$ cat src/rtl/cmd_parse.sv
// Command-frame parser: hunts for a HEAD0/HEAD1 header in the received byte
// stream, checks type, length and XOR checksum, and publishes the payload
// (cache_cmd) and block type (read_btype) of each good frame. Bad frames
// only bump a saturating error counter. Frames are requested with the fs
// level and acknowledged with the fd level.
//
// The checksum byte must equal the XOR of TYPE, LEN and every payload byte.
// The header bytes are not included in the checksum.
module cmd_parse #(
    parameter logic [7:0] HEAD0   = 8'h55,
    parameter logic [7:0] HEAD1   = 8'hAA,
    parameter int         MAX_LEN = 4,
    parameter int         TIMEOUT = 1024
) (
    input  logic        clk,
    input  logic        rst_n,
    input  logic        fs,
    output logic        fd,
    input  logic [7:0]  rxd,
    input  logic        rxen,
    output logic [3:0]  read_btype,
    output logic [31:0] cache_cmd,
    output logic        busy,
    output logic [7:0]  err_cnt
);

    localparam int TW = $clog2(TIMEOUT + 1);
    localparam int CW = $clog2(MAX_LEN + 1);
    localparam logic [TW-1:0] TLIM = TW'(TIMEOUT - 1);
    localparam logic [7:0]    LMAX = 8'(MAX_LEN);

    typedef enum logic [2:0] {
        IDLE  = 3'd0,
        SYNC0 = 3'd1,
        SYNC1 = 3'd2,
        TYPE  = 3'd3,
        LEN   = 3'd4,
        DATA  = 3'd5,
        CHK   = 3'd6,
        DONE  = 3'd7
    } state_t;

    state_t        state, state_n;
    logic [31:0]   shadow;
    logic [3:0]    sh_btype;
    logic [7:0]    chk;
    logic [CW-1:0] cnt;
    logic [TW-1:0] timer;

    logic commit, reject, ld_type, ld_len, shift, timer_inc, clr_fd;

    // State register
    always_ff @(posedge clk or negedge rst_n) begin
        if (!rst_n) state <= IDLE;
        else        state <= state_n;
    end

    // Next-state logic and datapath control strobes
    always_comb begin
        state_n   = state;
        commit    = 1'b0;
        reject    = 1'b0;
        ld_type   = 1'b0;
        ld_len    = 1'b0;
        shift     = 1'b0;
        timer_inc = 1'b0;
        clr_fd    = 1'b0;
        case (state)
            IDLE: begin
                if (fs) state_n = SYNC0;
            end
            DONE: begin
                if (!fs) begin
                    state_n = IDLE;
                    clr_fd  = 1'b1;
                end
            end
            default: begin
                // Losing fs mid-frame abandons the frame silently.
                if (!fs) begin
                    state_n = IDLE;
                end else if (rxen) begin
                    case (state)
                        SYNC0: begin
                            if (rxd == HEAD0) state_n = SYNC1;
                        end
                        SYNC1: begin
                            if (rxd == HEAD1)      state_n = TYPE;
                            else if (rxd == HEAD0) state_n = SYNC1;
                            else                   state_n = SYNC0;
                        end
                        TYPE: begin
                            if (rxd[7:4] != 4'h0) begin
                                reject = 1'b1;
                            end else begin
                                ld_type = 1'b1;
                                state_n = LEN;
                            end
                        end
                        LEN: begin
                            if (rxd > LMAX) begin
                                reject = 1'b1;
                            end else begin
                                ld_len  = 1'b1;
                                state_n = (rxd != 8'h00) ? DATA : CHK;
                            end
                        end
                        DATA: begin
                            shift = 1'b1;
                            if (cnt == CW'(1)) state_n = CHK;
                        end
                        CHK: begin
                            if (rxd == chk) begin
                                commit  = 1'b1;
                                state_n = DONE;
                            end else begin
                                reject = 1'b1;
                            end
                        end
                        default: ;
                    endcase
                end else if (state != SYNC0) begin
                    // Inter-byte gap only matters once HEAD0 has been seen.
                    if (timer == TLIM) reject    = 1'b1;
                    else               timer_inc = 1'b1;
                end
                if (reject) state_n = SYNC0;
            end
        endcase
    end

    // Frame datapath: shadow payload, type, running checksum, byte counter
    always_ff @(posedge clk or negedge rst_n) begin
        if (!rst_n) begin
            shadow   <= 32'h0;
            sh_btype <= 4'h0;
            chk      <= 8'h0;
            cnt      <= '0;
        end else begin
            if (ld_type) begin
                sh_btype <= rxd[3:0];
                chk      <= rxd;
            end
            if (ld_len) begin
                shadow <= 32'h0;
                cnt    <= CW'(rxd);
                chk    <= chk ^ rxd;
            end
            if (shift) begin
                shadow <= {shadow[23:0], rxd};
                cnt    <= cnt - CW'(1);
                chk    <= chk ^ rxd;
            end
        end
    end

    // Inter-byte timer: counts idle cycles, zero otherwise
    always_ff @(posedge clk or negedge rst_n) begin
        if (!rst_n)         timer <= '0;
        else if (timer_inc) timer <= timer + TW'(1);
        else                timer <= '0;
    end

    // Published outputs: atomic update on a good frame, done flag, error count
    always_ff @(posedge clk or negedge rst_n) begin
        if (!rst_n) begin
            cache_cmd  <= 32'h0;
            read_btype <= 4'h0;
            fd         <= 1'b0;
            err_cnt    <= 8'h0;
        end else begin
            if (commit) begin
                cache_cmd  <= shadow;
                read_btype <= sh_btype;
                fd         <= 1'b1;
            end else if (clr_fd) begin
                fd <= 1'b0;
            end
            if (reject && err_cnt != 8'hFF) err_cnt <= err_cnt + 8'h1;
        end
    end

    assign busy = (state != IDLE) && (state != DONE);

endmodule
$ cat config.mk
export PLATFORM = sky130hd
export DESIGN_NAME = cmd_parse
export DESIGN_NICKNAME = d
export VERILOG_FILES = /design/src/rtl/cmd_parse.sv
export SDC_FILE = /design/constraint.sdc
export NUM_CORES = 1
export LEC_CHECK = 0
export BUFFER_PORTS_ARGS = -buffer_cell sky130_fd_sc_hd__buf_2
export CAP_MARGIN = 0
export CORE_MARGIN = 2
export CORE_UTILIZATION = 62
export CTS_CLUSTER_SIZE = 28
export DETAILED_ROUTE_END_ITERATION = 8
export GPL_ROUTABILITY_DRIVEN = 0
export PLACE_DENSITY = 0.81
export SLEW_MARGIN = 5
export SYNTH_ARGS = -nofsm -noshare
export SYNTH_HDL_FRONTEND = slang
export SYNTH_SLANG_ARGS = --single-unit
export TNS_END_PERCENT = 10
$ cat constraint.sdc
create_clock -name clk -period 5.5 [get_ports clk]
set_input_delay 0.825 -clock clk [delete_from_list [all_inputs] [get_ports clk]]
set_output_delay 0.825 -clock clk [all_outputs]
set_load 0.005 [all_outputs]
# == After elaboration in Yosys (flattened, before gate mapping) ==
# Index checks and enable logic that the tools add are counted.
# totals
elab_cells,111
input_bits,12
reg_bits,106
output_inout_bits,46
# classes
n_eq_ne,24
magnitude_cmp,1
n_addsub,3
n_mux,61
bitwise_logic,1
n_reduce_logical,11
# op_table
operator,n
32-bit 2-to-1 mux,2
1-bit 2-to-1 mux,37
3-bit 2-to-1 mux,12
5-bit inequality test (second input constant),5
8-bit 2-to-1 mux,3
3-bit one-hot mux with 6 select lines,1
3-bit equality test (second input constant),4
11-bit by 1-bit adder with 11-bit output (second input constant),1
11-bit by 10-bit equality test with 1-bit output (second input constant),1
11-bit 2-to-1 mux,1
9-bit by 1-bit inequality test with 1-bit output (second input constant),1
9-bit AND reduction,1
8-bit by 1-bit adder with 8-bit output (second input constant),1
8-bit by 7-bit equality test with 1-bit output (second input constant),1
8-bit equality test,1
8-bit equality test (second input constant),1
8-bit by 3-bit > comparator with 1-bit output (second input constant),1
8-bit inequality test (second input constant),1
8-bit nonzero test,1
8-bit bitwise XOR,1
3-bit by 1-bit equality test with 1-bit output (second input constant),2
3-bit by 2-bit equality test with 1-bit output (second input constant),2
2-bit 2-to-1 mux,3
3-bit one-hot mux with 2 select lines,1
other kinds (12),16

# == Logic depth before layout (Yosys ltp) ==
# Gate-level depths: netlist of the first run.
# logic_depth
depth_word,9
mapped_depth,8
depth_no_buf,7

# == Worst setup path after synthesis of the first run ==
# No wires, ideal clock.
# synth_path
path_kind,input-to-reg
start,in rxd[7]
end,reg err_cnt[1]
path_buffers,0
stages,6
arrival_time_ps,2326
setup_time_ps,125
slack_ps,3049
required_time_ps,5375
path_cell_list,or4_4 a22oi_1 o21ai_2 o21bai_4 nor2b_4 mux2_4
# synth_via
elab_chain_cells,8
elab_cells_between_ends,12
classes_between,order compare (1); eq/ne (1); mux (8); reduce/logical (2)
# synth_rtl
element,line,text
start: declaration,19,"input logic [7:0] rxd,"
"8-bit by 3-bit > comparator with 1-bit output, or another cell as far along",101,if (rxd > LMAX) begin
1-bit 2-to-1 mux (on tied branches),"101, 113, 93",
1-bit one-hot mux with 3 select lines (*),83,case (state)
1-bit 2-to-1 mux (*),82,end else if (rxen) begin
1-bit 2-to-1 mux (*),80,if (!fs) begin
1-bit 2-to-1 mux (*) (2 in series),68,case (state)
1-bit logical AND (*),179,if (reject && err_cnt != 8'hFF) err_cnt <= err_cnt + 8'h1;
end signal: assignment,179,
end: declaration,24,output logic [7:0] err_cnt
# Every way passes the cells marked *; elsewhere a longest branch is shown, timed or not. The select of a mux whose other input is x is not followed.
# A chain may end at the register's enable or synchronous reset.

# == Worst setup path after layout of the first run ==
# layout_path
start,reg state[2]
end,reg chk[7]
# layout_via
elab_chain_cells,7
elab_cells_between_ends,21
classes_between,eq/ne (4); mux (14); reduce/logical (3)
# layout_rtl
element,line,text
start: declaration,43,"state_t state, state_n;"
start signal: assignment,55,else state <= state_n;
3-bit equality test,83,
1-bit 2-to-1 mux,83,
1-bit 2-to-1 mux,82,
1-bit 2-to-1 mux,80,
1-bit 2-to-1 mux,68,
8-bit 2-to-1 mux,144,if (ld_len) begin
8-bit 2-to-1 mux,149,if (shift) begin
end signal: assignment,142,chk <= rxd;
end signal: assignment,147,chk <= chk ^ rxd;
end signal: assignment,152,chk <= chk ^ rxd;
end: declaration,46,logic [7:0] chk;
# Several ways; a longest one is shown, not always the timed one.

==> results_dict.tcl, run 1 <==
set metrics [dict create \
    grt_antenna_before_repair 0 \
    synth_flop_cell "dfrtp_1" \
    synthDominantAreaCellType "dfrtp_1" \
    initialDrtViolationCount 228 \
    design.portCount 58 \
    fmax_ghz 0.359 \
    dp_cell_count 580 \
    skew_ps 11.1 \
    max_slew_headroom_pct 23.0 \
    route.antenna.remaining_nets 0 \
    num_rows 31 \
    global_route.usage.total_pct 23.7 \
    clkTransAtPathRegs_ps 100 \
    cts_made_buffers 9 \
    unrepaired_setup_endpoints_after_global_routing "false" \
    first_pass_iteration_count_of_the_detailed_router 5 \
    placement.io_buffers 57 \
    die-width_um 91.7 \
    min-delay-path-class "flip-flop to flip-flop" \
    effective_utilization_at_floorplan_pct 65.0 \
    postSynthAreaPerCell_sq_um 10.7 \
    run_status "finished clean" \
    antenna_cells 0 \
    avgRoutedWirePerCell_um 15.6 \
    core_area_sq_um 7330 \
    synth_edf_count 0 \
    die_h_um 91.7 \
    clk_latency_ps 370 \
    ys_seq_area_share_pct 55.6 \
    yosysTopAreaCellShare_pct 55.6 \
    cts_tree "yes" \
    worstPathRequired_ps 5750 \
    finalNonFillerCells 596 \
    area_growth_pct 11.9 \
    synth_seq_cells 106 \
    power_per_cell_area_nw_per_um2 330 \
    finalHoldViolations 0 \
    pins_over_their_slew_limit 0 \
    grt_max_degree 73 \
    setup_viol 0 \
    clk_path_buf_depth 2 \
    via_count_of_the_first_global_routing_pass 3350 \
    synthTopCellsByArea "dfrtp_1 56%, mux2_2 9.4%, nand2_1 6.7%" \
    maxCapViolations 0 \
    fin_hold_ws_ps 488 \
    postLayoutSetupSlackWorst_ps 2710 \
    power_leakage_nw 2.61 \
    yosysUniqueCellTypes 52 \
    ff2ff_setup_slack_ps 2710 \
    post_route_cells_drive_above_1_share_pct 25.4 \
    post_detailed_routing_wire_length_um 9290 \
    clock-root-buffer "clkbuf_8" \
    async_set_or_reset_register_ratio_after_synthesis_pct 100 \
    die_area_sq_um 8410 \
    critical_path_class "flip-flop to flip-flop" \
    ir_drop_uv 209 \
    via_per_inst 5.66 \
    postSynthNetCount 462 \
    worst_slew_pin_slew_ps 1150 \
    synth-warning-count 0 \
    final_min_period_over_clock_period_pct 50.7 \
    drcViolationCount 0 \
    arrival_ps 3030 \
    worst_setup_path_end_kind "flip-flop" \
    synthesis.area_sq_um 4770 \
    crit_path_start_kind "flip-flop" \
    post_cts.resized_instances 0 \
    htree_levels 3 \
    place.detailed.hpwl_um 6320 \
    final.fill_count 570 \
    holdBufCountCts 0 \
    globalRouteOverflowTotal 0 \
    final.setup.tns_ps 0 \
    layout_min_cycle_time_ps 2790 \
    synthesis.instances 446 \
    clock_sink_count 106 \
    dr_total_vias 3376 \
    final_core_util_pct 72.8 \
    post-cts-setup-buffer-count 0 \
    finish.net_count 508 \
    setup_slack_after_placement_ps 2330 \
    grt_first_pass_wirelength_um 15800 \
    crit_path_max_fanout 72 \
]
worst paths after layout:
path                       cells past startpoint                         to            startpoint
setup / recovery                               6         chk[7]$_DFFE_PN0P_  state[2]$_DFFE_PN0P_
hold / removal                                 1         timer[0]$_DFF_PN0_    timer[0]$_DFF_PN0_
setup reg to reg                               6         chk[7]$_DFFE_PN0P_  state[2]$_DFFE_PN0P_
hold reg to reg                                1         timer[0]$_DFF_PN0_    timer[0]$_DFF_PN0_
max in group asynchronous                      2  cache_cmd[14]$_DFFE_PN0P_                 rst_n
min in group asynchronous                      1  cache_cmd[27]$_DFFE_PN0P_                 rst_n
routing by layer:
layer  routed length, um  global-route usage (%)  up-vias
met5                   0                       0        -
met4                 119                    6.84        0
met3                 434                    5.83       14
met2                4500                    37.8       78
met1                4230                    32.7     1660
li1                    -                       -     1624
critical path: stages (launching register included):
cell and delay, ps:
dfrtp_1 600, and3_1 320, and2_2 890, a31oi_2 280, and2_1 290, o21ai_0 160
o21ai_0 110
final cells by class:
type	instances	area [sq um]	share of cell area, %
Multi-Input combinational cell	308	1990	37.3
Sequential cell	106	2650	49.7
Clock inverter	5	85.1	1.60
Clock buffer	11	151	2.84
Inverter	8	30.0	0.563
Tap cell	99	124	2.32
Timing Repair Buffer	59	303	5.68
metrics by stage:
stage / power [mW] / instance area (sq um)
2_1_floorplan: 1.13 / 4770
3_3_place_gp: 1.21 / 5100
3_5_place_dp: 1.23 / 5100
4_1_cts: 1.77 / 5330
5_1_grt: 1.85 / 5330
6_report: 1.76 / 5330
sequential cells by signal (all words and copies together), names as in the netlist, 3 cells and up:
signal / flops
cache_cmd: 32
chk: 8
cnt: 3
err_cnt: 8
read_btype: 4
sh_btype: 4
shadow: 32
state: 3
timer: 11
report_power, final:
group          internal [mW]  leakage [nW]  switching [mW]  total [mW]
logic                  0.123          1.03           0.155       0.278
registers              0.854          1.46          0.0839       0.937
clock network          0.284         0.121           0.260       0.545
total                   1.26          2.61           0.499        1.76
synthesized netlist by cell type (all sizes together), types with 2 or more instances:
library cell and n:
dfrtp 106, nand2 85, o21ai 46, mux2 42, nor2 24, clkbuf 16, xnor2 14, a21oi 12
nand3 12, nand4 10, buf 8, inv 8, xor2 8, and3 5, mux2i 5, ha 4
nor2b 4, a31oi 3, nor3 3, a211oi 2, and2 2, and4 2, nand2b 2, nand3b 2
nor4 2, nor4b 2, o211ai 2, o31ai 2, or3 2
cell families after synthesis:
group | after synthesis | share of synthesized area (%)
adder cells (fa/ha/maj) | 4 | 1.05
flip-flops | 106 | 55.6
AND/OR/NAND/NOR | 160 | 15.8
multiplexers | 47 | 11.0
XOR/XNOR | 22 | 4.04
buffers and inverters | 32 | 2.70
AO/OA/AOI/OAI | 75 | 9.71
placed cells by master (no fill, tap or decap), types with 10 or more instances in the layout:
cell | Yosys | layout
a21oi_1 | 12 | 12
buf_2 | 4 | 56
clkbuf_8 | 0 | 11
dfrtp_1 | 106 | 106
mux2_2 | 40 | 40
nand2_1 | 85 | 85
nand3_1 | 11 | 11
nand4_1 | 10 | 10
nor2_1 | 24 | 24
o21ai_0 | 44 | 44
xnor2_1 | 14 | 14
Power figures use the tool's default switching activity.
==> run 2: changes to the inputs <==
--- a/config.mk
+++ b/config.mk
@@ -8,11 +8,11 @@
 export BUFFER_PORTS_ARGS = -buffer_cell sky130_fd_sc_hd__buf_2
 export CAP_MARGIN = 0
 export CORE_MARGIN = 2
-export CORE_UTILIZATION = 62
+export CORE_UTILIZATION = 52
 export CTS_CLUSTER_SIZE = 28
 export DETAILED_ROUTE_END_ITERATION = 8
 export GPL_ROUTABILITY_DRIVEN = 0
-export PLACE_DENSITY = 0.81
+export PLACE_DENSITY = 0.72
 export SLEW_MARGIN = 5
 export SYNTH_ARGS = -nofsm -noshare
 export SYNTH_HDL_FRONTEND = slang
==> constraint.sdc (replaced) <==
create_clock -name clk -period 2.4 [get_ports clk]
set_input_delay 0.36 -clock clk [delete_from_list [all_inputs] [get_ports clk]]
set_output_delay 0.36 -clock clk [all_outputs]
set_load 0.005 [all_outputs]
==> results_dict.tcl, run 2 (synthesis results as in run 1) <==
set metrics [dict create \
    design.portCount 58 \
    fin_hold_ws_ps 294 \
    first_pass_iteration_count_of_the_detailed_router 4 \
    placedInstanceArea_sq_um 5210 \
    maxCapViolations 0 \
    global_route.usage.total_pct 21.0 \
    biggestRegsByFlops "cache_cmd x32, shadow x32, timer x11" \
    place.detailed.hpwl_um 6540 \
    setup_viol 0 \
    grt_max_degree 72 \
    mostFrequentLayoutCell "dfrtp_1" \
    final_standard_cell_area_without_fillers_sq_um 5440 \
    arrival_ps 2380 \
    dp_cell_count 596 \
    die_h_um 99.8 \
    drcViolationCount 0 \
    ff2ff_setup_slack_ps 280 \
    grt_antenna_before_repair 0 \
    core_area_sq_um 8810 \
    effective_utilization_at_floorplan_pct 54.1 \
    clk_path_buf_depth 2 \
    worst_setup_path_end_kind "flip-flop" \
    num_rows 34 \
    route.antenna.remaining_nets 0 \
    run_status "finished clean" \
    power_leakage_nw 2.66 \
    critical_path_class "flip-flop to flip-flop" \
    final_min_period_over_clock_period_pct 88.2 \
    clock_sink_count 106 \
    worstPathRequired_ps 2660 \
    crit_path_start_kind "flip-flop" \
    pins_over_their_slew_limit 0 \
    seq_power_share_pct 53.8 \
    fmax_ghz 0.473 \
    worst_slew_pin_slew_ps 612 \
    power_per_cell_area_nw_per_um2 732 \
    cts_tree "yes" \
    area_growth_pct 14.0 \
    layout_min_cycle_time_ps 2120 \
    finalHoldViolations 0 \
    internal-power_mw 2.76 \
    avgRoutedWirePerCell_um 15.5 \
    globalRouteOverflowTotal 0 \
    p_sw_share_pct 30.7 \
    via_per_inst 5.54 \
    final.fill_count 736 \
    unrepaired_setup_endpoints_after_global_routing "false" \
    clock_power_share_pct 29.7 \
    die-width_um 99.8 \
    htree_levels 3 \
    max_slew_headroom_pct 59.2 \
    most-common-layout-cells "106 x dfrtp_1, 85 x nand2_1, 56 x buf_2" \
    placement.io_buffers 57 \
    post_detailed_routing_wire_length_um 9510 \
    crit_path_max_fanout 4 \
    grt_first_pass_wirelength_um 16500 \
    final_core_util_pct 61.8 \
    min-delay-path-class "input pin to flip-flop" \
    finalNonFillerCells 613 \
    clk_latency_ps 380 \
    clkTransAtPathRegs_ps 110 \
    antenna_cells 0 \
    cts_made_buffers 9 \
    die_area_sq_um 9950 \
    final.setup.tns_ps 0 \
    post_route_cells_drive_above_1_share_pct 26.3 \
    ir_drop_uv 395 \
    comb_power_share_pct 16.4 \
    finish.net_count 516 \
    initialDrtViolationCount 144 \
    dr_total_vias 3393 \
    clock-root-buffer "clkbuf_8" \
    post-cts-setup-buffer-count 0 \
    skew_ps 13.6 \
    via_count_of_the_first_global_routing_pass 3292 \
    p_sw_mw 1.22 \
]
==> run 2: cell types whose count changed in the layout (fill, tap and decap cells not counted) <==
cell | before | now
buf_4 | 3 | 6
clkinv_2 | 1 | 0
inv_6 | 0 | 3
dlygate4sd3_1 | 0 | 1
clkbuf_8 | 11 | 9
bufinv_16 | 2 | 1
buf_12 | 0 | 4
clkinv_8 | 0 | 1
==> run 2: metrics by stage <==
step,power [mW],worst slack [ps]
finish,3.98,284
floorplan,2.58,414
global placement,2.79,218
detailed placement,2.83,176
CTS,4.01,282
global route,4.22,162
==> run 2: final timing paths <==
check,from,end,cells after the start
worst min-delay path,rxd[4],shadow[4]$_DFFE_PN0P_,3
max in group asynchronous,rst_n,chk[2]$_DFFE_PN0P_,3
min in group asynchronous,rst_n,cache_cmd[6]$_DFFE_PN0P_,2
worst max-delay path,timer[0]$_DFF_PN0_,state[1]$_DFFE_PN0P_,7
worst max register to register,timer[0]$_DFF_PN0_,state[1]$_DFFE_PN0P_,7
worst min register to register,timer[0]$_DFF_PN0_,timer[0]$_DFF_PN0_,1
==> run 2: power by group through the flow <==
stage                     Clock, mW  Sequential (mW)  Combinational (mW)
after floorplan                   0             2.10               0.483
after global placement            0             2.17               0.628
after detailed placement          0             2.18               0.650
after CTS                      1.21             2.14               0.657
after global routing           1.30             2.18               0.740
final                          1.18             2.14               0.654
==> run 2: critical path, stage by stage (launching register included) <==
cell and delay, ps:
dfrtp_1 400, ha_1 220, nand4_1 150, a2111o_1 420
nand3b_1 140, o31ai_4 100, a211oi_2 230, mux2_1 350
==> run 2: cell type report <==
| cell class | instances | area, sq um | area share [%] |
|---|---|---|---|
| clock inverters | 7 | 92.6 | 1.70 |
| well taps | 108 | 135 | 2.49 |
| clock buffers | 9 | 124 | 2.28 |
| inverters | 8 | 30.0 | 0.552 |
| multi-input cells | 308 | 1990 | 36.6 |
| flip-flops and latches | 106 | 2650 | 48.8 |
| repair buffers | 67 | 415 | 7.64 |
==> run 2: metal layers <==
| layer | routed length, um | global-route usage (%) | part of all wire (%) |
|---|---|---|---|
| met2 | 4340 | 31.2 | 46 |
| met3 | 412 | 4.57 | 4.3 |
| met1 | 4620 | 30.9 | 49 |
| met5 | 0 | 0 | 0 |
| met4 | 139 | 6.74 | 1.5 |
==> run 2: repair_timing <==
action | 4_1_cts | 5_1_grt
endpoints found under the hold margin | 20 | 0
hold buffers | 1 | 0
setup endpoints to repair | 0 | 0
gates resized for setup | 0 | 0
==> run 3: changes to the inputs <==
--- a/config.mk
+++ b/config.mk
@@ -7,6 +7,7 @@
 export LEC_CHECK = 0
 export BUFFER_PORTS_ARGS = -buffer_cell sky130_fd_sc_hd__buf_2
 export CAP_MARGIN = 0
+export CORE_ASPECT_RATIO = 0.8
 export CORE_MARGIN = 2
 export CORE_UTILIZATION = 52
 export CTS_CLUSTER_SIZE = 28
==> results_dict.tcl, run 3 (synthesis results as in run 1) <==
set metrics [dict create \
    cts_made_buffers 9 \
    critical_path_class "flip-flop to flip-flop" \
    globalRouteOverflowTotal 0 \
    unrepaired_setup_endpoints_after_global_routing "false" \
    clkTransAtPathRegs_ps 70 \
    clock_sink_count 106 \
    max_slew_headroom_pct 60.3 \
    clk_latency_ps 350 \
    run_status "finished clean" \
    dr_total_vias 3442 \
    internal-power_mw 2.96 \
    mostFrequentLayoutCell "dfrtp_1" \
    crit-reg2reg-launch "state[1]$_DFFE_PN0P_" \
    place.detailed.hpwl_um 6590 \
    min-delay-path-class "input pin to asynchronous set/reset pin" \
    fmax_ghz 0.470 \
    antenna_cells 0 \
    crit_path_max_fanout 12 \
    final.setup.tns_ps 0 \
    skew_ps 5.55 \
    die-width_um 111 \
    worst_setup_path_end_kind "flip-flop" \
    setup_viol 0 \
    ir_drop_uv 559 \
    most-common-layout-cells "106 x dfrtp_1, 85 x nand2_1, 56 x buf_2" \
    placement.io_buffers 57 \
    finalHoldViolations 0 \
    worst_slew_pin_slew_ps 595 \
    biggestRegsByFlops "cache_cmd x32, shadow x32, timer x11" \
    htree_levels 3 \
    pins_over_their_slew_limit 0 \
    design.portCount 58 \
    avgRoutedWirePerCell_um 15.3 \
    die_area_sq_um 9960 \
    grt_antenna_before_repair 0 \
    arrival_ps 2370 \
    core_area_sq_um 9000 \
    route.antenna.remaining_nets 0 \
    final_min_period_over_clock_period_pct 88.6 \
    grt_max_degree 50 \
    comb_power_share_pct 15.4 \
    clk_path_buf_depth 2 \
    maxCapViolations 0 \
    p_sw_mw 1.24 \
    post_cts.resized_instances 0 \
    worstPathRequired_ps 2640 \
    num_rows 31 \
    area_growth_pct 14.7 \
    finish.net_count 517 \
    power_leakage_nw 2.67 \
    post_route_cells_drive_above_1_share_pct 26.7 \
    post_detailed_routing_wire_length_um 9510 \
    effective_utilization_at_floorplan_pct 53.0 \
    seq_power_share_pct 50.9 \
    layout_min_cycle_time_ps 2130 \
    die_h_um 89.7 \
    grt_first_pass_wirelength_um 16100 \
    first_pass_iteration_count_of_the_detailed_router 4 \
    holdBufCountCts 0 \
    p_sw_share_pct 29.6 \
    power_per_cell_area_nw_per_um2 769 \
    fin_hold_ws_ps 7.03 \
    post-cts-setup-buffer-count 0 \
    via_count_of_the_first_global_routing_pass 3192 \
    global_route.usage.total_pct 20.4 \
    clock-root-buffer "clkbuf_16" \
    clock_power_share_pct 33.6 \
    drcViolationCount 0 \
    via_per_inst 5.54 \
    crit_path_start_kind "flip-flop" \
    cts_tree "yes" \
    cp-startpoint "state[1]$_DFFE_PN0P_" \
    initialDrtViolationCount 225 \
]
## run 3: cell types whose count changed in the layout (fill, tap and decap cells not counted)
cell and delta:
clkinvlp_4 +3, clkbuf_16 +9, buf_4 +6, dlygate4sd3_1 -1
inv_6 -1, clkbuf_8 -9, bufinv_16 -1, clkinv_8 -1
buf_12 -4
## run 3: final cells by class
class	instances	area, sq um
inverters	8	30.0
well taps	115	144
clock inverters	7	60.1
multi-input cells	308	1990
clock buffers	9	225
repair buffers	68	370
fillers	777	3530
flip-flops and latches	106	2650
## run 3: through the flow
stage	total power, mW	area (sq um)	util (%)	worst slack (ps)	std cells
CTS	4.24	5470	60.8	290	621
floorplan	2.58	4770	-	414	446
finish	4.21	5470	60.8	273	621
global placement	2.80	5180	57.6	208	605
detailed placement	2.82	5180	57.6	162	605
global route	4.43	5470	60.8	104	621
## run 3: metal layers
metal,vias up,wire [um],GRT usage [%]
li1,1639,-,-
met1,1715,4690,30.5
met3,6,557,5.30
met2,82,4170,30.1
met5,-,0,0
met4,0,89,5.72
## run 3: final timing paths
kind | endpoint | slack [ps] | cells past startpoint
min in group clk | shadow[7]$_DFFE_PN0P_ | 330 | 3
max in group asynchronous | shadow[14]$_DFFE_PN0P_ | 1720 | 2
min reg2reg | timer[0]$_DFF_PN0_ | 480 | 1
max reg2reg | err_cnt[1]$_DFFE_PN0P_ | 270 | 6
max | err_cnt[1]$_DFFE_PN0P_ | 270 | 6
min | cache_cmd[10]$_DFFE_PN0P_ | 7 | 1
## run 3: power groups by stage
stage | Combinational [mW] | Sequential, mW | Clock [mW]
after floorplan | 0.483 | 2.10 | 0
after global placement | 0.625 | 2.17 | 0
after detailed placement | 0.649 | 2.18 | 0
after CTS | 0.655 | 2.14 | 1.44
after global routing | 0.744 | 2.18 | 1.51
final | 0.650 | 2.14 | 1.41
## run 3: worst max-delay path, stage by stage, from the launching register on
cell      delay, ps
dfrtp_1         500
nor2_1          330
a22oi_1         190
o21ai_2         240
o21bai_4        230
nor2b_4         220
mux2_4          300
